### src/rtl/seq_detect_ctrl.sv
// seq_detect_ctrl - serialises input words MSB first and detects a
// configurable bit pattern in the resulting stream.
//
// Ports
//   clk_c, reset_r          clock, asynchronous active-low reset
//   cfg_we_i                config write strobe (honoured in IDLE only)
//   cfg_pattern_i           pattern; bit 0 is compared with the newest bit
//   cfg_len_i               pattern length minus 1
//   cfg_overlap_i           1 = overlapping matches, 0 = non-overlapping
//   cfg_thresh_i            match count that raises irq_o (0 disables)
//   start_i, stop_i         session control strobes
//   irq_clr_i               clears the sticky irq
//   data_valid_i, data_i,
//   data_ready_o            word input handshake (ready only in WAIT)
//   bit_o, bit_valid_o      serialised bit stream
//   match_o                 one-cycle pulse after a completing bit
//   match_cnt_o             saturating match counter
//   irq_o                   sticky threshold interrupt
//   busy_o                  session active (WAIT or SHIFT)
module seq_detect_ctrl #(
   parameter int PAT_W = 8,
   parameter int CNT_W = 8
) (
   input  logic                     clk_c,
   input  logic                     reset_r,
   input  logic                     cfg_we_i,
   input  logic [PAT_W-1:0]         cfg_pattern_i,
   input  logic [$clog2(PAT_W)-1:0] cfg_len_i,
   input  logic                     cfg_overlap_i,
   input  logic [CNT_W-1:0]         cfg_thresh_i,
   input  logic                     start_i,
   input  logic                     stop_i,
   input  logic                     irq_clr_i,
   input  logic                     data_valid_i,
   input  logic [PAT_W-1:0]         data_i,
   output logic                     data_ready_o,
   output logic                     bit_o,
   output logic                     bit_valid_o,
   output logic                     match_o,
   output logic [CNT_W-1:0]         match_cnt_o,
   output logic                     irq_o,
   output logic                     busy_o
);

   localparam int LEN_W  = $clog2(PAT_W);
   localparam int FILL_W = $clog2(PAT_W + 1);
   localparam logic [PAT_W-1:0]  ONES     = '1;
   localparam logic [CNT_W-1:0]  CNT_MAX  = '1;
   localparam logic [LEN_W-1:0]  LAST_IDX = LEN_W'(PAT_W - 1);
   localparam logic [FILL_W-1:0] FILL_MAX = FILL_W'(PAT_W);

   typedef enum logic [1:0] {IDLE, WAIT, SHIFT} state_t;

   state_t             state, state_nxt;
   logic [PAT_W-1:0]   pat_q;
   logic [LEN_W-1:0]   len_q;
   logic               ovl_q;
   logic [CNT_W-1:0]   thresh_q;
   logic [PAT_W-1:0]   shreg;
   logic [PAT_W-1:0]   hist;
   logic [FILL_W-1:0]  fill;
   logic [LEN_W-1:0]   bit_idx;
   logic               stop_q;
   logic               match_q;
   logic [CNT_W-1:0]   cnt_q;
   logic               irq_q;

   logic               transfer;
   logic               last_bit;
   logic [PAT_W-1:0]   hist_upd;
   logic [FILL_W-1:0]  fill_upd;
   logic [FILL_W-1:0]  len_ext;
   logic [PAT_W-1:0]   mask;
   logic               hit;
   logic [CNT_W-1:0]   cnt_upd;

   always_ff @(posedge clk_c or negedge reset_r) begin
      if (!reset_r) state <= IDLE;
      else          state <= state_nxt;
   end

   always_comb begin
      state_nxt    = state;
      data_ready_o = 1'b0;
      bit_valid_o  = 1'b0;
      busy_o       = 1'b0;
      bit_o        = 1'b0;
      case (state)
         IDLE: begin
            if (start_i) state_nxt = WAIT;
         end
         WAIT: begin
            data_ready_o = 1'b1;
            busy_o       = 1'b1;
            // stop takes priority over a same-cycle transfer
            if (stop_i)            state_nxt = IDLE;
            else if (data_valid_i) state_nxt = SHIFT;
         end
         SHIFT: begin
            bit_valid_o = 1'b1;
            busy_o      = 1'b1;
            bit_o       = shreg[PAT_W-1];
            if (last_bit) state_nxt = (stop_q || stop_i) ? IDLE : WAIT;
         end
         default: state_nxt = IDLE;
      endcase
   end

   assign transfer = (state == WAIT) && data_valid_i && !stop_i;
   assign last_bit = (bit_idx == LAST_IDX);

   // Detection works on the history as it will be after the current bit,
   // so the match decision and the fill count both include this bit.
   always_comb begin
      hist_upd = {hist[PAT_W-2:0], shreg[PAT_W-1]};
      fill_upd = (fill == FILL_MAX) ? fill : fill + FILL_W'(1);
      len_ext  = FILL_W'(len_q) + FILL_W'(1);
      mask     = ONES >> (FILL_MAX - len_ext);
      hit      = (state == SHIFT) && (fill_upd >= len_ext) &&
                 (((hist_upd ^ pat_q) & mask) == '0);
      cnt_upd  = (cnt_q == CNT_MAX) ? cnt_q : cnt_q + CNT_W'(1);
   end

   always_ff @(posedge clk_c or negedge reset_r) begin
      if (!reset_r) begin
         pat_q    <= '0;
         len_q    <= '0;
         ovl_q    <= 1'b0;
         thresh_q <= '0;
         shreg    <= '0;
         hist     <= '0;
         fill     <= '0;
         bit_idx  <= '0;
         stop_q   <= 1'b0;
         match_q  <= 1'b0;
         cnt_q    <= '0;
         irq_q    <= 1'b0;
      end else begin
         match_q <= hit;
         if (state == IDLE && cfg_we_i) begin
            pat_q    <= cfg_pattern_i;
            len_q    <= cfg_len_i;
            ovl_q    <= cfg_overlap_i;
            thresh_q <= cfg_thresh_i;
         end
         if (state == IDLE && start_i) begin
            hist  <= '0;
            fill  <= '0;
            cnt_q <= '0;
            irq_q <= 1'b0;
         end else begin
            if (hit) cnt_q <= cnt_upd;
            // a new threshold crossing beats a coincident clear
            if (hit && thresh_q != '0 && cnt_upd == thresh_q) irq_q <= 1'b1;
            else if (irq_clr_i)                               irq_q <= 1'b0;
         end
         if (transfer) begin
            shreg   <= data_i;
            bit_idx <= '0;
            stop_q  <= 1'b0;
         end
         if (state == SHIFT) begin
            shreg <= shreg << 1;
            hist  <= hist_upd;
            fill  <= (hit && !ovl_q) ? '0 : fill_upd;
            if (last_bit) begin
               bit_idx <= '0;
               stop_q  <= 1'b0;
            end else begin
               bit_idx <= bit_idx + LEN_W'(1);
               if (stop_i) stop_q <= 1'b1;
            end
         end
      end
   end

   assign match_o     = match_q;
   assign match_cnt_o = cnt_q;
   assign irq_o       = irq_q;

endmodule

### config.mk
export PLATFORM = sky130hd
export DESIGN_NAME = seq_detect_ctrl
export DESIGN_NICKNAME = d
export VERILOG_FILES = /design/src/rtl/seq_detect_ctrl.sv
export SDC_FILE = /design/constraint.sdc
export NUM_CORES = 1
export LEC_CHECK = 0
export ABC_AREA = 1
export CAP_MARGIN = 25
export CORE_ASPECT_RATIO = 1.4
export CORE_MARGIN = 4
export CORE_UTILIZATION = 28
export DETAILED_ROUTE_END_ITERATION = 8
export GPL_ROUTABILITY_DRIVEN = 1
export PLACE_DENSITY = 0.51
export SLEW_MARGIN = 20
export SYNTH_ARGS = -nofsm -noshare
export SYNTH_HDL_FRONTEND = slang
export SYNTH_SLANG_ARGS = --single-unit
export TNS_END_PERCENT = 30
### constraint.sdc
create_clock -name clk_c -period 5.9 [get_ports clk_c]
set_input_delay 0.59 -clock clk_c [delete_from_list [all_inputs] [get_ports clk_c]]
set_output_delay 0.59 -clock clk_c [all_outputs]
set_load 0.1 [all_outputs]
==> metrics.md <==
| Metric | Value |
|---|---|
| Initial antenna violation count | 0 |
| Vias in the first global route | 2569 |
| Total gr overflow | 0 |
| Switching portion of total power | 0.4156 |
| Layout cell share with drive strength beyond 1 | 0.08000 |
| # Max-Cap Violations | 0 |
| Leakage | 1.868 nW |
| Drt drc | 0 |
| Power share of the combinational group | 0.442 |
| Post-cts sizing count | 0 |
| Worst-Skew Late Latency | 0.30 ns |
| Post-synth top area cell | dfrtp_1 |
| Yosys reg bits | 55 |
| Clock skew | 0.006937 ns |
| Die area | 0.01254 mm2 |
| Yosys top cell area share | 0.4555 |
| Reg2Reg Setup Slack | 3.42 ns |
| GP Congestion | 0.8049 |
| GRT Total Usage | 0.1260 |
| Root buf cell | clkbuf_16 |
| Nets@finish | 474 |
| Power per Cell Area | 456.9 mW/mm2 |
| Worst vdd ir | 193.4 uV |
| Ant. Diodes | 0 |
| Max-slew headroom | 0.3362 |
| Clock-pin slew on the worst setup and hold paths | 0.08 ns |
| Initial core utilization | 0.2889 |
| Final setup viols | 0 |
| Fin. Hold Viols | 0 |
| Max incr delay on CP | 1.12 ns |
| Hold_ws | 0.4344 ns |
| Post-CTS Setup Bufs | 0 |
| Pre-CTS WS | 3.129 ns |
| Antenna Violating Nets Remaining | 0 |
| R2r startpoint | fill[0]$_DFFE_PN0P_ |
| R2R Path End | match_cnt_o[7]$_DFFE_PN0P_ |
| Max Clk Rate | 323.4 MHz |
| Critical Path Source Type | register |
| Total CTS buffers | 5 |
| P_sw | 0.0007334 W |
| # fillers | 1090 |
| Post-synth EDFFs | 0 |
| Crit Path Class | reg -> out |
| Die H | 130.9 um |
| Drt wl/cell | 12.83 um |
| Area delta synth->final | 27.83% |
| Netlist cell types | 31 |
| Global-route wire length before repair | 12.37 mm |
| Crit path DAT | 2.50 ns |
| Register area share after synthesis | 0.4555 |
| 1st-iter DRT viols | 99 |
| Yosys warns | 0 |
| Vias/cell | 4.574 |
| Final wirelength | 7.224 mm |
| Die Width | 95.80 um |
| Fin Setup TNS | 0 ns |
| DP HPWL | 5.478 mm |
| Critical path endpoint category | output port |
| Post-Syn Instances | 372 |
| Crit Path Max Fanout | 22 |
| Avg Inst Size Synth | 8.123 um2 |
| Ports | 49 |
| Status | complete, no violations |
| Largest net degree at the start of global routing | 56 |
| Final period utilization | 0.5241 |
| Total core area | 0.01046 mm2 |
| Post-Place Cell Area | 0.003670 mm2 |
| H-Tree Level Count | 2 |
| Final Cell Area | 0.003862 mm2 |
| Count leader, synth | nand2_1 |
| Row count | 44 |
| Final Total Pwr | 0.001765 W |
| Slowest stage cell, crit path | clkdlybuf4s50_1 |
| First drt pass iteration count | 4 |
| Synth area leaders | dfrtp_1 46%, nand2_1 11%, inv_1 6.5%, ha_1 6.2%, nor2_1 4.5% |
| Via count | 2575 |
| Worst-margin pin slew | 0.9926 ns |
| Post-synth top cells | 86 x nand2_1, 55 x dfrtp_1, 52 x inv_1 |
| Hold buffers post-CTS | 0 |
| Share of power burned in registers | 0.337 |
| Final Max Slew Viols | 0 |
| Hold Crit Class | in -> async |
| Cell area after synthesis | 0.003022 mm2 |
| Main synth FF type | dfrtp_1 |
| Worst path cell trace | inv_1 > ha_1 > buf_4 > nand2_1 > inv_1 > clkdlybuf4s50_1 |
| TritonCTS clock tree | built |
| Clk buf depth | 2 |
| Critical path data required time | 5.31 ns |
| Min Tclk post-route | 3.092 ns |
| Async set or reset register ratio after synthesis | 1.000 |
| R2R cell count | 15 |
| Fin worst setup slack | 2.808 ns |
| Clock sink count | 55 |
| RSZ-0062 raised after global routing | no |
| Pint | 0.001031 W |
| Clock power frac | 0.221 |
| Critical path origin | state[0]$_DFFE_PN0P_ |
| PortBufs | 48 |
| Syn Nets | 422 |
| Most used cell, CP | inv_1 |
cell families after synthesis:
| kind of cell | after synthesis | synth area share |
|---|---|---|
| DFF | 55 | 0.4555 |
| buffers and inverters | 64 | 0.07992 |
| AOI/OAI and AO/OA | 56 | 0.1085 |
| xor gates and xnor gates | 10 | 0.02898 |
| muxes | 8 | 0.02981 |
| adders and majority gates | 15 | 0.06211 |
| and+or+nand+nor | 164 | 0.2352 |
power groups by stage:
| stage | Clock [W] | Combinational, W | Sequential (W) |
|---|---|---|---|
| CTS | 0.000398 | 0.000798 | 0.000597 |
| finish | 0.000389 | 0.000781 | 0.000595 |
| global route | 0.000416 | 0.000896 | 0.000614 |
| detailed placement | 0 | 0.000795 | 0.000604 |
| floorplan | 0 | 0.000599 | 0.000591 |
| global placement | 0 | 0.000781 | 0.000602 |
flip-flops by register name, summed over array words and instances (netlist names):
name,count
state,2
bit_idx,3
shreg,8
thresh_q,8
pat_q,8
stop_q,1
match_cnt_o,8
fill,4
hist,7
len_q,3
ovl_q,1
irq_o,1
match_o,1
per-layer routing:
metal | part of all wire | global-route usage | routed length, um | vias to the layer above
met5 | 0 | 0 | 0 | -
met4 | 0.013 | 0.03518 | 95 | 0
met3 | 0.038 | 0.02463 | 277 | 8
met2 | 0.54 | 0.2318 | 3928 | 53
met1 | 0.40 | 0.1464 | 2923 | 1206
li1 | - | - | - | 1308
critical path, delay by kind of cell (launching register included):
kind | cells | cell delay, ns
fa+ha+maj | 1 | 0.15
buf+inv | 4 | 1.53
flops | 1 | 0.40
simple gates | 1 | 0.11
area by class of cell:
type	instances	area [um2]	share of cell area
inverters	58	219.0	0.05669
clock buffers	5	125.1	0.03239
repair buffers	51	498.0	0.1289
flip-flops and latches	55	1376	0.3563
clock inverters	3	67.56	0.01749
multi-input cells	253	1404	0.3635
well taps	138	172.7	0.04470
through the flow:
step | utilization | cells
finish | 0.3693 | 563
global route | 0.3693 | 563
CTS | 0.3693 | 563
detailed placement | 0.3508 | 555
global placement | 0.3508 | 555
floorplan | - | 372
worst max-delay path by stage:
| stage | to |
|---|---|
| finish | bit_o |
| global route | bit_o |
| CTS | bit_o |
| detailed placement | bit_o |
| global placement | bit_o |
| floorplan | bit_o |
cell usage in the layout (no fill, tap or decap), types with 3 or more instances in the layout:
| cell | count |
|---|---|
| a21oi_1 | 20 |
| a221oi_1 | 5 |
| buf_4 | 3 |
| clkbuf_16 | 5 |
| clkdlybuf4s50_1 | 47 |
| dfrtp_1 | 55 |
| ha_1 | 15 |
| inv_1 | 52 |
| inv_2 | 3 |
| mux2_2 | 8 |
| nand2_1 | 86 |
| nand2_2 | 3 |
| nand3_1 | 24 |
| nor2_1 | 36 |
| nor4_1 | 4 |
| o21ai_0 | 9 |
| o21ai_1 | 3 |
| o22ai_1 | 15 |
| xnor2_1 | 5 |
| xor2_1 | 5 |
No activity file was read; power rests on OpenSTA's default activity.
